`src/rtl/ushift_pkg.sv`:
```
// Shared opcodes, datapath mode-select encodings and controller state type
// for the command-driven universal shift register.
package ushift_pkg;

  localparam logic [2:0] OP_NOP  = 3'b000;
  localparam logic [2:0] OP_LOAD = 3'b001;
  localparam logic [2:0] OP_SHR  = 3'b010;
  localparam logic [2:0] OP_SHL  = 3'b011;
  localparam logic [2:0] OP_ROR  = 3'b100;
  localparam logic [2:0] OP_ROL  = 3'b101;
  localparam logic [2:0] OP_ASR  = 3'b110;
  localparam logic [2:0] OP_SHRS = 3'b111;

  localparam logic [1:0] SEL_HOLD = 2'b00;
  localparam logic [1:0] SEL_SHR  = 2'b01;
  localparam logic [1:0] SEL_SHL  = 2'b10;
  localparam logic [1:0] SEL_LOAD = 2'b11;

  typedef enum logic [1:0] {
    ST_IDLE,
    ST_LOAD,
    ST_SHIFT,
    ST_DONE
  } state_t;

endpackage

```
`src/rtl/ushift_core.sv`:
```
// WIDTH-bit universal shift register: per-bit flop with async active-low
// clear, fed by a 4:1 mux (hold / shift right / shift left / parallel load).
module ushift_core
  import ushift_pkg::*;
#(
  parameter int WIDTH = 4
) (
  input  logic             clk,
  input  logic             rst,
  input  logic [1:0]       sel,
  input  logic             msb_in,
  input  logic             lsb_in,
  input  logic [WIDTH-1:0] par_in,
  output logic [WIDTH-1:0] q
);

  // Neighbour vectors padded with the fill bits so every bit uses the same mux.
  logic [WIDTH:0] right_src;
  logic [WIDTH:0] left_src;

  assign right_src = {msb_in, q};
  assign left_src  = {q, lsb_in};

  genvar gi;
  generate
    for (gi = 0; gi < WIDTH; gi++) begin : g_bit
      logic d_next;

      always_comb begin
        d_next = q[gi];
        case (sel)
          SEL_SHR:  d_next = right_src[gi+1];
          SEL_SHL:  d_next = left_src[gi];
          SEL_LOAD: d_next = par_in[gi];
          default:  d_next = q[gi];
        endcase
      end

      always_ff @(posedge clk or negedge rst) begin
        if (!rst) q[gi] <= 1'b0;
        else      q[gi] <= d_next;
      end
    end
  endgenerate

endmodule

```
`src/rtl/ushift_seq_ctrl.sv`:
```
// Command sequencer around ushift_core: load, multi-bit shift and rotate.
// Define USHIFT_ASR_EN to support opcode 110 (arithmetic shift right).
module ushift_seq_ctrl
  import ushift_pkg::*;
#(
  parameter int WIDTH = 4,
  parameter int CNT_W = $clog2(WIDTH + 1)
) (
  input  logic             clk,
  input  logic             rst,
  input  logic             cmd_valid,
  output logic             cmd_ready,
  input  logic [2:0]       cmd_op,
  input  logic [CNT_W-1:0] cmd_amt,
  input  logic [WIDTH-1:0] cmd_data,
  input  logic             ser_in,
  output logic [WIDTH-1:0] data_out,
  output logic             busy,
  output logic             done,
  output logic             err
);

`ifdef USHIFT_ASR_EN
  localparam bit ASR_EN = 1'b1;
`else
  localparam bit ASR_EN = 1'b0;
`endif

  state_t           state_reg, state_next;
  logic [CNT_W-1:0] cnt_reg, cnt_next;
  logic [2:0]       op_reg, op_next;
  logic [WIDTH-1:0] load_reg, load_next;
  logic             err_reg, err_next;

  logic [1:0]       sel;
  logic             msb_fill;
  logic             lsb_fill;
  logic             accept;
  logic             op_shift;
  logic             op_unsup;
  logic [CNT_W-1:0] amt_sat;

  assign accept  = cmd_valid & cmd_ready;
  assign amt_sat = (cmd_amt > CNT_W'(WIDTH)) ? CNT_W'(WIDTH) : cmd_amt;
  assign op_unsup = (cmd_op == OP_ASR) && !ASR_EN;

  always_comb begin
    op_shift = 1'b0;
    case (cmd_op)
      OP_SHR, OP_SHL, OP_ROR, OP_ROL, OP_SHRS: op_shift = 1'b1;
      OP_ASR:                                  op_shift = ASR_EN;
      default:                                 op_shift = 1'b0;
    endcase
  end

  always_ff @(posedge clk or negedge rst) begin
    if (!rst) begin
      state_reg <= ST_IDLE;
      cnt_reg   <= '0;
      op_reg    <= OP_NOP;
      load_reg  <= '0;
      err_reg   <= 1'b0;
    end else begin
      state_reg <= state_next;
      cnt_reg   <= cnt_next;
      op_reg    <= op_next;
      load_reg  <= load_next;
      err_reg   <= err_next;
    end
  end

  always_comb begin
    state_next = state_reg;
    cnt_next   = cnt_reg;
    op_next    = op_reg;
    load_next  = load_reg;
    err_next   = err_reg;
    sel        = SEL_HOLD;
    msb_fill   = 1'b0;
    lsb_fill   = 1'b0;
    case (state_reg)
      ST_IDLE: begin
        if (accept) begin
          op_next   = cmd_op;
          load_next = cmd_data;
          cnt_next  = amt_sat;
          err_next  = op_unsup;
          if (cmd_op == OP_LOAD)                     state_next = ST_LOAD;
          else if (op_shift && (amt_sat != '0))      state_next = ST_SHIFT;
          else                                       state_next = ST_DONE;
        end
      end
      ST_LOAD: begin
        sel        = SEL_LOAD;
        state_next = ST_DONE;
      end
      ST_SHIFT: begin
        // Fill bits come from the live register so rotates see each intermediate value.
        case (op_reg)
          OP_SHL:  sel = SEL_SHL;
          OP_ROL:  begin sel = SEL_SHL; lsb_fill = data_out[WIDTH-1]; end
          OP_ROR:  begin sel = SEL_SHR; msb_fill = data_out[0];       end
          OP_ASR:  begin sel = SEL_SHR; msb_fill = data_out[WIDTH-1]; end
          OP_SHRS: begin sel = SEL_SHR; msb_fill = ser_in;            end
          default: sel = SEL_SHR;
        endcase
        cnt_next = cnt_reg - CNT_W'(1);
        if (cnt_reg == CNT_W'(1)) state_next = ST_DONE;
      end
      ST_DONE: begin
        state_next = ST_IDLE;
        err_next   = 1'b0;
      end
      default: state_next = ST_IDLE;
    endcase
  end

  assign cmd_ready = (state_reg == ST_IDLE);
  assign busy      = (state_reg != ST_IDLE);
  assign done      = (state_reg == ST_DONE);
  assign err       = done & err_reg;

  ushift_core #(.WIDTH(WIDTH)) u_core (
    .clk    (clk),
    .rst    (rst),
    .sel    (sel),
    .msb_in (msb_fill),
    .lsb_in (lsb_fill),
    .par_in (load_reg),
    .q      (data_out)
  );

endmodule

```
`config.mk`:
```
export PLATFORM = sky130hd
export DESIGN_NAME = ushift_seq_ctrl
export DESIGN_NICKNAME = d
export VERILOG_FILES = /design/src/rtl/ushift_pkg.sv /design/src/rtl/ushift_core.sv /design/src/rtl/ushift_seq_ctrl.sv
export SDC_FILE = /design/constraint.sdc
export NUM_CORES = 1
export LEC_CHECK = 0
export ABC_AREA = 1
export CAP_MARGIN = 40
export CORE_ASPECT_RATIO = 0.75
export CORE_MARGIN = 2
export CORE_UTILIZATION = 45
export CTS_CLUSTER_SIZE = 12
export DETAILED_ROUTE_END_ITERATION = 10
export PLACE_DENSITY = 0.74
export SLEW_MARGIN = 20
export SYNTH_ARGS = -nofsm -noshare
export SYNTH_HDL_FRONTEND = slang
export SYNTH_HIERARCHICAL = 1
export SYNTH_SLANG_ARGS = --single-unit
```
`constraint.sdc`:
```
create_clock -name clk -period 1.7 [get_ports clk]
set_input_delay 0.34 -clock clk [delete_from_list [all_inputs] [get_ports clk]]
set_output_delay 0.34 -clock clk [all_outputs]
set_load 0.01 [all_outputs]
```
Word-level counts from Yosys, hierarchy flattened
Cells that the tools add are included.
- output and inout port bits: 8
- flip-flop bits (word level): 17
- word-level logic and storage cells: 70
- magnitude comparators: 1
- equality and inequality tests: 22
- add/sub/neg operators: 1
- bitwise logic cells: 2
- reduce and logical (&&, ||, !) cells: 14
- multiplexer cells: 21
- operator list (kind ; count):
    $eq A3 B3 Y1 const B ; 8
    $pmux W1 S3 ; 5
    $reduce_and A2 Y1 ; 5
    $eq A3 B2 Y1 const B ; 3
    $eq A2 B2 Y1 const B ; 4
    $mux W2 ; 4
    $pmux W2 S4 ; 1
    $eq A3 B1 Y1 const B ; 2
    $mux W1 ; 6
    $mux W3 ; 2
    $pmux W3 S2 ; 1
    $reduce_bool A2 Y1 ; 3
    $reduce_bool A3 Y1 ; 2
    $reduce_or A5 Y1 ; 1
    $eq A2 B1 Y1 const B ; 2
    $pmux W2 S2 ; 1
    $gt A3 B3 Y1 const B ; 1
    $ne A3 B3 Y1 const B ; 1
    $sub A3 B1 Y3 const B ; 1
    $and A1 B1 Y1 ; 2
    $logic_not A2 Y1 ; 1
    $ne A2 B1 Y1 const B ; 1
    $ne A2 B2 Y1 const B ; 1
    $pmux W1 S2 ; 1
    other kinds (2) ; 2

Depth between registers and ports, before layout
Gate-level depths: netlist of the first run.
- depth after elaboration: 8
- mapped depth: 11
- gate-level depth less buffers: 10

Hierarchy
The synthesis of the first run kept the hierarchy.
- modules (own cells, without submodules) (module ; times used ; area an instance (um^2) ; cells an instance):
    ushift_seq_ctrl ; 1 ; 832.0 ; 107
    ushift_core ; 1 ; 254.0 ; 38

Worst setup path before layout of the first run
Ideal clock, no wire load.
- path kind: reg-to-reg
- start point: reg state_reg[0]
- end point: reg u_core.q[1]
- data arrival time: 1.535 ns
- path slack: 0.049 ns
- buffers on the path: 0
- required time: 1.584 ns
- period minus slack after synthesis: 1.651 ns
- setup time: 0.116 ns
- cell stages (with the launch flop): 10
- path through: dfrtp_1 -> inv_1 -> ha_1 -> o211ai_1 -> a21oi_1 -> inv_2 -> nand3_1 -> nand3_1 -> nand2_1 -> nand2_1
- cells in the longest elaborated chain, start to end: 4
- elaborated cells between the ends (all ways): 8
- classes of those cells: 5 x eq/ne; 2 x mux; 1 x reduce/logical
- RTL lines (what ; RTL line ; source):
    start: declaration ; ushift_seq_ctrl.sv:29 ; state_t state_reg, state_next;
    start signal: assignment ; ushift_seq_ctrl.sv:64 ; state_reg <= state_next;
    $eq A2 B2 Y1 or $eq A2 B1 Y1 (tied branches) ; ushift_seq_ctrl.sv:81 ; case (state_reg)
    $pmux W2 S2 (*) ; ushift_seq_ctrl.sv:81 ;
    named net sel[0] ; ushift_seq_ctrl.sv:35 ; logic [1:0] sel;
    $eq A2 B2 Y1 or $eq A2 B1 Y1 (tied branches) ; ushift_core.sv:31 ; case (sel)
    $pmux W1 S3 or $reduce_bool A3 Y1 (tied branches) ; - ;
    end signal: indexed assignment ; ushift_core.sv:41 ; else q[gi] <= d_next;
    end: declaration ; ushift_core.sv:14 ; output logic [WIDTH-1:0] q
Mark *: on every way through the listed nets, which the timed path passes. The rest lies on a longest branch.
A chain may end at the register's enable or synchronous reset.

Worst setup path in the final report of the first run
- start point: reg state_reg[1]
- end point: reg u_core.q[3]
- cells in the longest elaborated chain, start to end: 5
- elaborated cells between the ends (all ways): 11
- classes of those cells: 6 x eq/ne; 3 x mux; 2 x reduce/logical
- RTL lines (what ; RTL line):
    $eq A2 B2 Y1 or $eq A2 B1 Y1 (tied branches) ; ushift_seq_ctrl.sv:81
    $pmux W2 S2 (*) ; ushift_seq_ctrl.sv:81
    named net sel[0] ; ushift_seq_ctrl.sv:35
    $eq A2 B1 Y1 or $eq A2 B2 Y1 (tied branches) ; ushift_core.sv:31
    $ne A3 B3 Y1 (no line) or $reduce_bool A3 Y1 (tied branches) ; -
    $reduce_and A2 Y1 (no line) ; -
Marks and branches as above.

==> impl_metrics.toml, run 1 <==
[outcome]
run_status = "finished clean"

[cts]
clk_transition_reported_paths_ns = 0.11
tritoncts_num_sinks = 17
clock_latency_ns = 0.30
tritoncts = "built"
cts_buffer_depth = 2
cts_root_buffer = "sky130_fd_sc_hd__clkbuf_4"
cts_made_buffers = 3
ctsHtreeMaxLevel = 1

[sta]
max_slew.worst_pin.slew_ns = 0.2433
timing.final.crit_share_pct = 98.10
achievable-frequency_ghz = 0.5997
max_slew_headroom_pct = 83.61
report.final.setup_viol = 0
final.setup.tns_ns = 0
final_count_of_pins_violating_max_slew = 0
max_clock_skew_ns = 0.01359
setup_ws_ns = 0.03238
final.min_clock_period_ns = 1.668
report.final.hold_viol_count = 0

[synthesis]
synth_sequential_area_ratio_pct = 39.17
synth.net_count = 166
post-synth-top-count-cell = "sky130_fd_sc_hd__nand2_1"
synth.largest_area_cell = "sky130_fd_sc_hd__dfrtp_1"
postSynthCellCount = 145
synth-edff-count = 0
synth.avg_cell_area_um2 = 7.490
yosys_warnings = 6
ys_ff_latch = 17
synthArstFlopShare_pct = 100.0
post_synth_most_frequent_cells = "sky130_fd_sc_hd__nand2_1, sky130_fd_sc_hd__dfrtp_1, sky130_fd_sc_hd__nand3_1"
synth_area_leaders = "sky130_fd_sc_hd__dfrtp_1, sky130_fd_sc_hd__nand2_1, sky130_fd_sc_hd__ha_1, sky130_fd_sc_hd__nand3_1, sky130_fd_sc_hd__inv_1"
yosys.area.top_type_share_pct = 39.17
synth_flop_cell = "sky130_fd_sc_hd__dfrtp_1"
ys_types = 20
post_synth_instance_area_um2 = 1086

[route]
number_of_routed_nets_with_antenna_violations = 0
wire_per_inst_um = 11.40
postRouteWirelength_um = 2416
drt_first_pass_iters = 4
vias = 1030
first_iter_violations = 27
drc = 0
post_drt_via_cell_ratio = 4.858

[layout]
syn_to_final_growth_pct = 35.37
drive_gt1_share_pct = 22.47
final_util_pct = 64.21
layout.nets = 200
num_antenna_cells = 0

[worst_setup_path]
worst_setup_end_kind = "register"
critPathLaunchType = "register"
worst-path-max-fanout = 7
worstPathArrival_ns = 1.86
cp.required_ns = 1.89
timing_worst_setup_path_type = "reg2reg"

[placement]
dp.final_hpwl_um = 1763
port_buffers = 21
routabilityCongestion = 0.7604
post-place-ws_ns = 0.01204

[global_routing]
grt_first_pass_wirelength_um = 3884
first_global_vias = 921
globalRouteOverflowTotal = 0
antenna_violations_before_repair = 0
maximum_number_of_pins_on_one_net_before_global_route_repair = 18
grt_usage_pct = 18.65

[die]
initial_utilization_pct = 47.43
design.die.area_um2 = 2826
std_cell_rows = 15
die_height_um = 46.55
die_w_um = 60.73
core-area_um2 = 2290
io_pins = 22

[power]
leakagePower_uw = 0.0006989
vdd_drop_max_uv = 918.9
power.density_cell_area_nw_per_um2 = 1812

[hold_path]
min_path_type = "in2async"

[run]
cap_violations = 0
-- kinds of logic (layout without fill, tap and decap cells) --
logic type,after synthesis,after routing,share of synthesized area (%)
compound gates,22,22,12.33
flops,17,17,39.17
buf+inv,25,58,10.02
fa+ha+maj,7,7,8.064
simple gates,73,73,29.61
xor+xnor,1,1,0.8066
-- layout by cell type, fill, tap and decap left out --
master,instances
sky130_fd_sc_hd__nand2_2,1
sky130_fd_sc_hd__nor3_1,1
sky130_fd_sc_hd__dfrtp_2,3
sky130_fd_sc_hd__nand3_1,17
sky130_fd_sc_hd__o31ai_1,1
sky130_fd_sc_hd__nor2_1,4
sky130_fd_sc_hd__clkbuf_4,3
sky130_fd_sc_hd__clkdlybuf4s50_1,17
sky130_fd_sc_hd__clkdlybuf4s15_1,2
sky130_fd_sc_hd__inv_4,2
sky130_fd_sc_hd__dlygate4sd2_1,2
sky130_fd_sc_hd__inv_1,14
sky130_fd_sc_hd__o21ai_0,8
sky130_fd_sc_hd__ha_1,4
sky130_fd_sc_hd__nor2_2,5
sky130_fd_sc_hd__buf_4,10
sky130_fd_sc_hd__clkinvlp_4,1
sky130_fd_sc_hd__o211ai_1,1
sky130_fd_sc_hd__nand2_4,1
sky130_fd_sc_hd__ha_4,3
sky130_fd_sc_hd__a21oi_2,2
sky130_fd_sc_hd__o21ai_4,1
sky130_fd_sc_hd__dfrtp_1,14
sky130_fd_sc_hd__nor2_4,1
sky130_fd_sc_hd__a21oi_1,6
sky130_fd_sc_hd__xnor2_1,1
sky130_fd_sc_hd__nand2_1,43
sky130_fd_sc_hd__inv_2,7
sky130_fd_sc_hd__o21ai_1,3
-- final timing paths --
| path | start | end | slack (ns) | cells after the start |
|---|---|---|---|---|
| worst max-delay path | state_reg[1]$_DFFE_PN0P_ | u_core/q[3]$_DFFE_PN0P_ | 0.03 | 10 |
| worst min-delay path | rst | state_reg[0]$_DFFE_PN0P_ | 0.34 | 2 |
| worst max register to register | state_reg[1]$_DFFE_PN0P_ | u_core/q[3]$_DFFE_PN0P_ | 0.03 | 10 |
| worst min register to register | err_reg$_DFFE_PN0P_ | err_reg$_DFFE_PN0P_ | 0.50 | 2 |
| max in group asynchronous | rst | u_core/q[0]$_DFFE_PN0P_ | 1.15 | 2 |
| min in group clk | err_reg$_DFFE_PN0P_ | err_reg$_DFFE_PN0P_ | 0.50 | 2 |
-- metal layers --
layer,wire length (um),GRT usage [%],vias up,part of all wire (%)
li1,-,-,523,-
met1,1143,24.49,474,47
met2,1126,30.97,29,47
met3,116,5.056,4,4.8
met4,29,3.913,0,1.2
met5,0,0,-,0
-- metrics by stage --
step	total power [uW]	hold WS [ns]	instance area, um^2	instances
2_1_floorplan	1766	0.04441	1086	145
3_3_place_gp	2184	0.4693	1361	204
3_5_place_dp	2228	0.4707	1361	204
4_1_cts	2489	0.3472	1414	211
5_1_grt	2901	0.3521	1470	212
6_report	2664	0.3443	1470	212
-- final cells by class --
cell class              instances  area [um^2]
fillers                       206        819.5
multi-input cells             103        594.3
flip-flops and latches         17        429.2
repair buffers                 31        282.8
inverters                      23        91.34
well taps                      34        42.54
clock buffers                   3        22.52
clock inverters                 1        7.507
-- critical path, cell delays in order (launching register included) --
cell,delay (ns)
sky130_fd_sc_hd__dfrtp_2,0.46
sky130_fd_sc_hd__buf_4,0.16
sky130_fd_sc_hd__ha_4,0.16
sky130_fd_sc_hd__o211ai_1,0.10
sky130_fd_sc_hd__a21oi_1,0.18
sky130_fd_sc_hd__buf_4,0.20
sky130_fd_sc_hd__inv_2,0.05
sky130_fd_sc_hd__nand3_1,0.07
sky130_fd_sc_hd__nand3_1,0.08
sky130_fd_sc_hd__nand2_1,0.07
sky130_fd_sc_hd__nand2_1,0.04
-- power breakdown --
part | leakage, uW | switching, uW | total [uW] | internal [uW]
logic | 0.000472 | 921 | 1650 | 725
registers | 0.000212 | 200 | 797 | 597
clock network | 0.0000139 | 131 | 221 | 89.6
-- repair_timing --
| action | in CTS | in global routing |
|---|---|---|
| cloned | 0 | 0 |
| pin swaps | 0 | 2 |
| gates resized for setup | 6 | 14 |
| setup endpoints to repair | 5 | 7 |
| buffers inserted | 3 | 1 |
| hold buffers | 0 | 0 |
| endpoints found under the hold margin | 0 | 0 |
Power figures use the tool's default switching activity.
==> run 2, diff against run 1 <==
- SKIP_CTS_REPAIR_TIMING: not set -> 1
==> impl_metrics.toml, run 2 (same netlist as run 1, synthesis figures left out) <==
[die]
std_cell_rows = 15
core-area_um2 = 2290
die_w_um = 60.73
initial_utilization_pct = 47.43
io_pins = 22
design.die.area_um2 = 2826
die_height_um = 46.55

[cts]
clk_transition_reported_paths_ns = 0.11
tritoncts = "built"
ctsHtreeMaxLevel = 1
clock_latency_ns = 0.30
tritoncts_num_sinks = 17
cts_made_buffers = 3
cts_root_buffer = "sky130_fd_sc_hd__clkbuf_4"
cts_buffer_depth = 2

[worst_setup_path]
critPathLaunchType = "register"
cpPeakStageDelay_ns = 0.47
cp.required_ns = 1.89
startpoint = "state_reg[0]$_DFFE_PN0P_"
worstPathArrival_ns = 1.88
worst_setup_end_kind = "register"
capture_instance_of_the_worst_register_to_register_path = "u_core/q[3]$_DFFE_PN0P_"
crit_end = "u_core/q[3]$_DFFE_PN0P_"
ff2ff_path_depth = 10
crit_slowest_cell = "sky130_fd_sc_hd__dfrtp_2"
critical_path.cell_chain = "inv_2 -> ha_4 -> o211ai_1 -> a21oi_1 -> buf_4 -> inv_2 -> nand3_1 -> nand3_1 -> nand2_1 -> nand2_1"
worst_r2r_startpoint = "state_reg[0]$_DFFE_PN0P_"
timing_worst_setup_path_type = "reg2reg"
reg2reg_setup_slack_ns = 0.008
worst-path-max-fanout = 7

[power]
p_switching_uw = 1270
power.share.sequential_pct = 28.7
internal_power_of_the_cells_uw = 1443
swShare_pct = 46.81
leakagePower_uw = 0.0007510
vdd_drop_max_uv = 895.5
power.combinational.fraction_pct = 63.0
power.density_cell_area_nw_per_um2 = 1817
clock_power_share_pct = 8.3

[global_routing]
maximum_number_of_pins_on_one_net_before_global_route_repair = 18
grt_usage_pct = 18.05
first_global_vias = 893
globalRouteOverflowTotal = 0
grt_first_pass_wirelength_um = 3760
antenna_violations_before_repair = 0

[layout]
layout.cells.most_common = "sky130_fd_sc_hd__nand2_1"
fin_cells = 214
syn_to_final_growth_pct = 37.44
commonest_non_fill_non_tap_cells_in_the_layout = "sky130_fd_sc_hd__nand2_1, sky130_fd_sc_hd__nand3_1, sky130_fd_sc_hd__clkdlybuf4s50_1, sky130_fd_sc_hd__dfrtp_1, sky130_fd_sc_hd__inv_1"
layout.nets = 202
num_antenna_cells = 0
drive_gt1_share_pct = 23.33

[sta]
timing.final.crit_share_pct = 99.52
fin_hold_ws_ns = 0.3409
report.final.setup_viol = 0
max_slew_headroom_pct = 76.72
max_clock_skew_ns = 0.01757
final_count_of_pins_violating_max_slew = 0
max_slew.worst_pin.slew_ns = 0.3455
final.min_clock_period_ns = 1.692
achievable-frequency_ghz = 0.5911
final.setup.tns_ns = 0
report.final.hold_viol_count = 0
setup_ws_ns = 0.008102

[hold_path]
min_path_type = "in2async"

[placement]
routabilityCongestion = 0.7604
post-place-ws_ns = 0.01204
port_buffers = 21
placedCellCount = 204
dp.final_hpwl_um = 1763

[outcome]
run_status = "finished clean"

[route]
post_drt_via_cell_ratio = 4.916
drt_first_pass_iters = 4
first_iter_violations = 45
postRouteWirelength_um = 2589
vias = 1052
wire_per_inst_um = 12.10
number_of_routed_nets_with_antenna_violations = 0
drc = 0

[run]
cap_violations = 0
run 2: cell count changes in the layout (fill, tap and decap cells not counted), sizes merged:
cell	previous run	this run
buf	10	12
clkdlybuf4s15	2	0
dlymetal6s2s	0	4
dlygate4sd2	2	0
run 2: worst min-delay path by stage:
stage | slack, ns | from | to
CTS | 0.35 | rst | state_reg[0]$_DFFE_PN0P_
detailed placement | 0.47 | load_reg[1]$_DFFE_PN0P_ | load_reg[1]$_DFFE_PN0P_
finish | 0.34 | rst | state_reg[1]$_DFFE_PN0P_
global route | 0.35 | rst | state_reg[1]$_DFFE_PN0P_
floorplan | 0.04 | rst | cnt_reg[0]$_DFFE_PN0P_
global placement | 0.47 | err_reg$_DFFE_PN0P_ | err_reg$_DFFE_PN0P_
run 2: final cells by class:
class	instances	area, um^2
clock inverters	1	7.507
fillers	208	797.0
clock buffers	3	22.52
flip-flops and latches	17	427.9
well taps	34	42.54
inverters	23	86.33
repair buffers	33	307.8
multi-input cells	103	598.1
run 2: power groups by stage:
stage | combinational [uW] | clock, uW | sequential, uW
floorplan | 1020 | 0 | 744
global placement | 1430 | 0 | 755
detailed placement | 1450 | 0 | 773
CTS | 1470 | 229 | 763
global route | 1890 | 251 | 807
finish | 1710 | 224 | 778
run 2: routing by layer:
metal  part of all wire (%)  GRT usage, %  wire, um  vias up
li1                       -             -         -      531
met2                     48         29.68      1241       44
met1                     44         23.80      1152      471
met5                      0             0         0        -
met4                    1.5         3.913        39        0
met3                    6.0         5.056       156        6
run 2: critical path, delay by kind of cell (launching register included):
kind	cells	cell delay [ns]
compound gates	2	0.28
fa+ha+maj	1	0.18
buf+inv	3	0.38
flops	1	0.47
simple gates	4	0.26
run 2: metrics by stage:
stage          util [%]  instance area [um^2]  power [uW]
3_3_place_gp      59.45                  1361        2184
3_5_place_dp      59.45                  1361        2228
5_1_grt           65.19                  1493        2949
4_1_cts           60.77                  1391        2459
2_1_floorplan         -                  1086        1766
6_report          65.19                  1493        2713
==> run 3, diff against run 2 <==
- PLACE_DENSITY: 0.74 -> 0.71
- SETUP_SLACK_MARGIN: not set -> 0.05
- clock period: 1.7 -> 2.1 ns (I/O delays scaled with it)
==> impl_metrics.toml, run 3 (same netlist as run 1, synthesis figures left out) <==
[global_routing]
antenna_violations_before_repair = 0
global_route.peak_usage_layer = "met2"
first_global_vias = 843
use_met1_pct = 23.80
maximum_number_of_pins_on_one_net_before_global_route_repair = 18
grt_first_pass_wirelength_um = 3546
globalRouteOverflowTotal = 0
groute.layer.met3.usage_pct = 6.461
grtUsageMet2_pct = 25.81
grt_usage_pct = 17.46

[worst_setup_path]
worstPathArrival_ns = 1.61
critical_path.cell_chain = "inv_1 -> ha_4 -> clkdlybuf4s50_1"
crit_family = "buffers and inverters"
worst_setup_end_kind = "output pin"
cpPeakStageDelay_ns = 0.54
critical_path.n_buffers_inverters = 2
timing_worst_setup_path_type = "reg2out"
crit_slowest_cell = "sky130_fd_sc_hd__clkdlybuf4s50_1"
critPathLaunchType = "register"
worst-path-max-fanout = 4
cp.required_ns = 1.68

[layout]
layout.cells.most_common = "sky130_fd_sc_hd__nand2_1"
num_antenna_cells = 0
finish.instance_area_um2 = 1384
commonest_non_fill_non_tap_cells_in_the_layout = "sky130_fd_sc_hd__nand2_1, sky130_fd_sc_hd__clkdlybuf4s50_1, sky130_fd_sc_hd__nand3_1, sky130_fd_sc_hd__dfrtp_1, sky130_fd_sc_hd__inv_1"
drive_gt1_share_pct = 15.79
syn_to_final_growth_pct = 27.42
layout.nets = 193

[sta]
report.final.setup_viol = 0
timing.final.crit_share_pct = 96.87
max_clock_skew_ns = 0.008770
final.setup.tns_ns = 0
final_count_of_pins_violating_max_slew = 0
achievable-frequency_ghz = 0.4916
max_slew_headroom_pct = 80.80
rsz0062_at_grt = "true"
report.final.hold_viol_count = 0
final.min_clock_period_ns = 2.034
setup_ws_ns = 0.06582
max_slew.worst_pin.slew_ns = 0.2871

[die]
die_height_um = 46.55
initial_utilization_pct = 47.43
core-area_um2 = 2290
std_cell_rows = 15
die_w_um = 60.73
io_pins = 22
design.die.area_um2 = 2826

[route]
number_of_routed_nets_with_antenna_violations = 0
drt_first_pass_iters = 4
postRouteWirelength_um = 2221
drc = 0
wire_per_inst_um = 10.83
first_iter_violations = 30
vias = 981
post_drt_via_cell_ratio = 4.785

[cts]
clk_transition_reported_paths_ns = 0.11
cts_buffer_depth = 2
clock_latency_ns = 0.30
cts_root_buffer = "sky130_fd_sc_hd__clkbuf_4"
tritoncts_num_sinks = 17
tritoncts = "built"
cts_made_buffers = 3
ctsHtreeMaxLevel = 1

[power]
leakagePower_uw = 0.0006633
vdd_drop_max_uv = 751.1
power.density_cell_area_nw_per_um2 = 1423

[placement]
port_buffers = 21
post-place-ws_ns = 0.2582
routabilityCongestion = 0.8617
dp.final_hpwl_um = 1696
placedInstanceArea_um2 = 1339

[run]
cap_violations = 0

[outcome]
run_status = "finished clean"

[hold_path]
min_path_type = "in2async"
run 3: per-layer routing:
layer / vias up / share of wire [%]
met5: - / 0
met4: 0 / 0.54
met3: 2 / 5.6
met2: 24 / 46
met1: 444 / 48
li1: 511 / -
run 3: cell type report:
cell class	instances	area, um^2
Inverter	23	86.33
Sequential cell	17	425.4
Fill cell	215	905.9
Clock inverter	1	7.507
Tap cell	34	42.54
Timing Repair Buffer	24	235.2
Clock buffer	3	22.52
Multi-Input combinational cell	103	564.3
run 3: where the power goes:
part / internal, uW / switching [uW] / total, uW
registers: 478 / 135 / 613
clock network: 72.5 / 108 / 180
logic: 495 / 680 / 1180
run 3: stage by stage:
stage	std cells	total power (uW)	util, %	hold slack (ns)
2_1_floorplan	145	1429	-	0.1244
3_3_place_gp	201	1735	58.47	0.4683
3_5_place_dp	201	1768	58.47	0.4655
4_1_cts	205	1956	59.78	0.4333
5_1_grt	205	2170	60.44	0.4401
6_report	205	1969	60.44	0.4318
run 3: worst register-to-register path: cells and delay by family, from the launching register on:
kind | cells | cell delay (ns)
AOI/OAI and AO/OA | 1 | 0.14
adders and majority gates | 1 | 0.30
buffers and inverters | 3 | 0.37
DFF | 1 | 0.44
and+or+nand+nor | 5 | 0.36
run 3: final timing paths:
| check | start | depth (start not counted) | end | slack (ns) |
|---|---|---|---|---|
| worst min-delay path | rst | 2 | state_reg[0]$_DFFE_PN0P_ | 0.43 |
| min in group clk | load_reg[3]$_DFFE_PN0P_ | 2 | load_reg[3]$_DFFE_PN0P_ | 0.49 |
| worst min register to register | load_reg[3]$_DFFE_PN0P_ | 2 | load_reg[3]$_DFFE_PN0P_ | 0.49 |
| worst max register to register | state_reg[0]$_DFFE_PN0P_ | 10 | u_core/q[2]$_DFFE_PN0P_ | 0.40 |
| max in group asynchronous | rst | 2 | u_core/q[0]$_DFFE_PN0P_ | 1.47 |
| worst max-delay path | state_reg[1]$_DFFE_PN0P_ | 3 | cmd_ready | 0.07 |
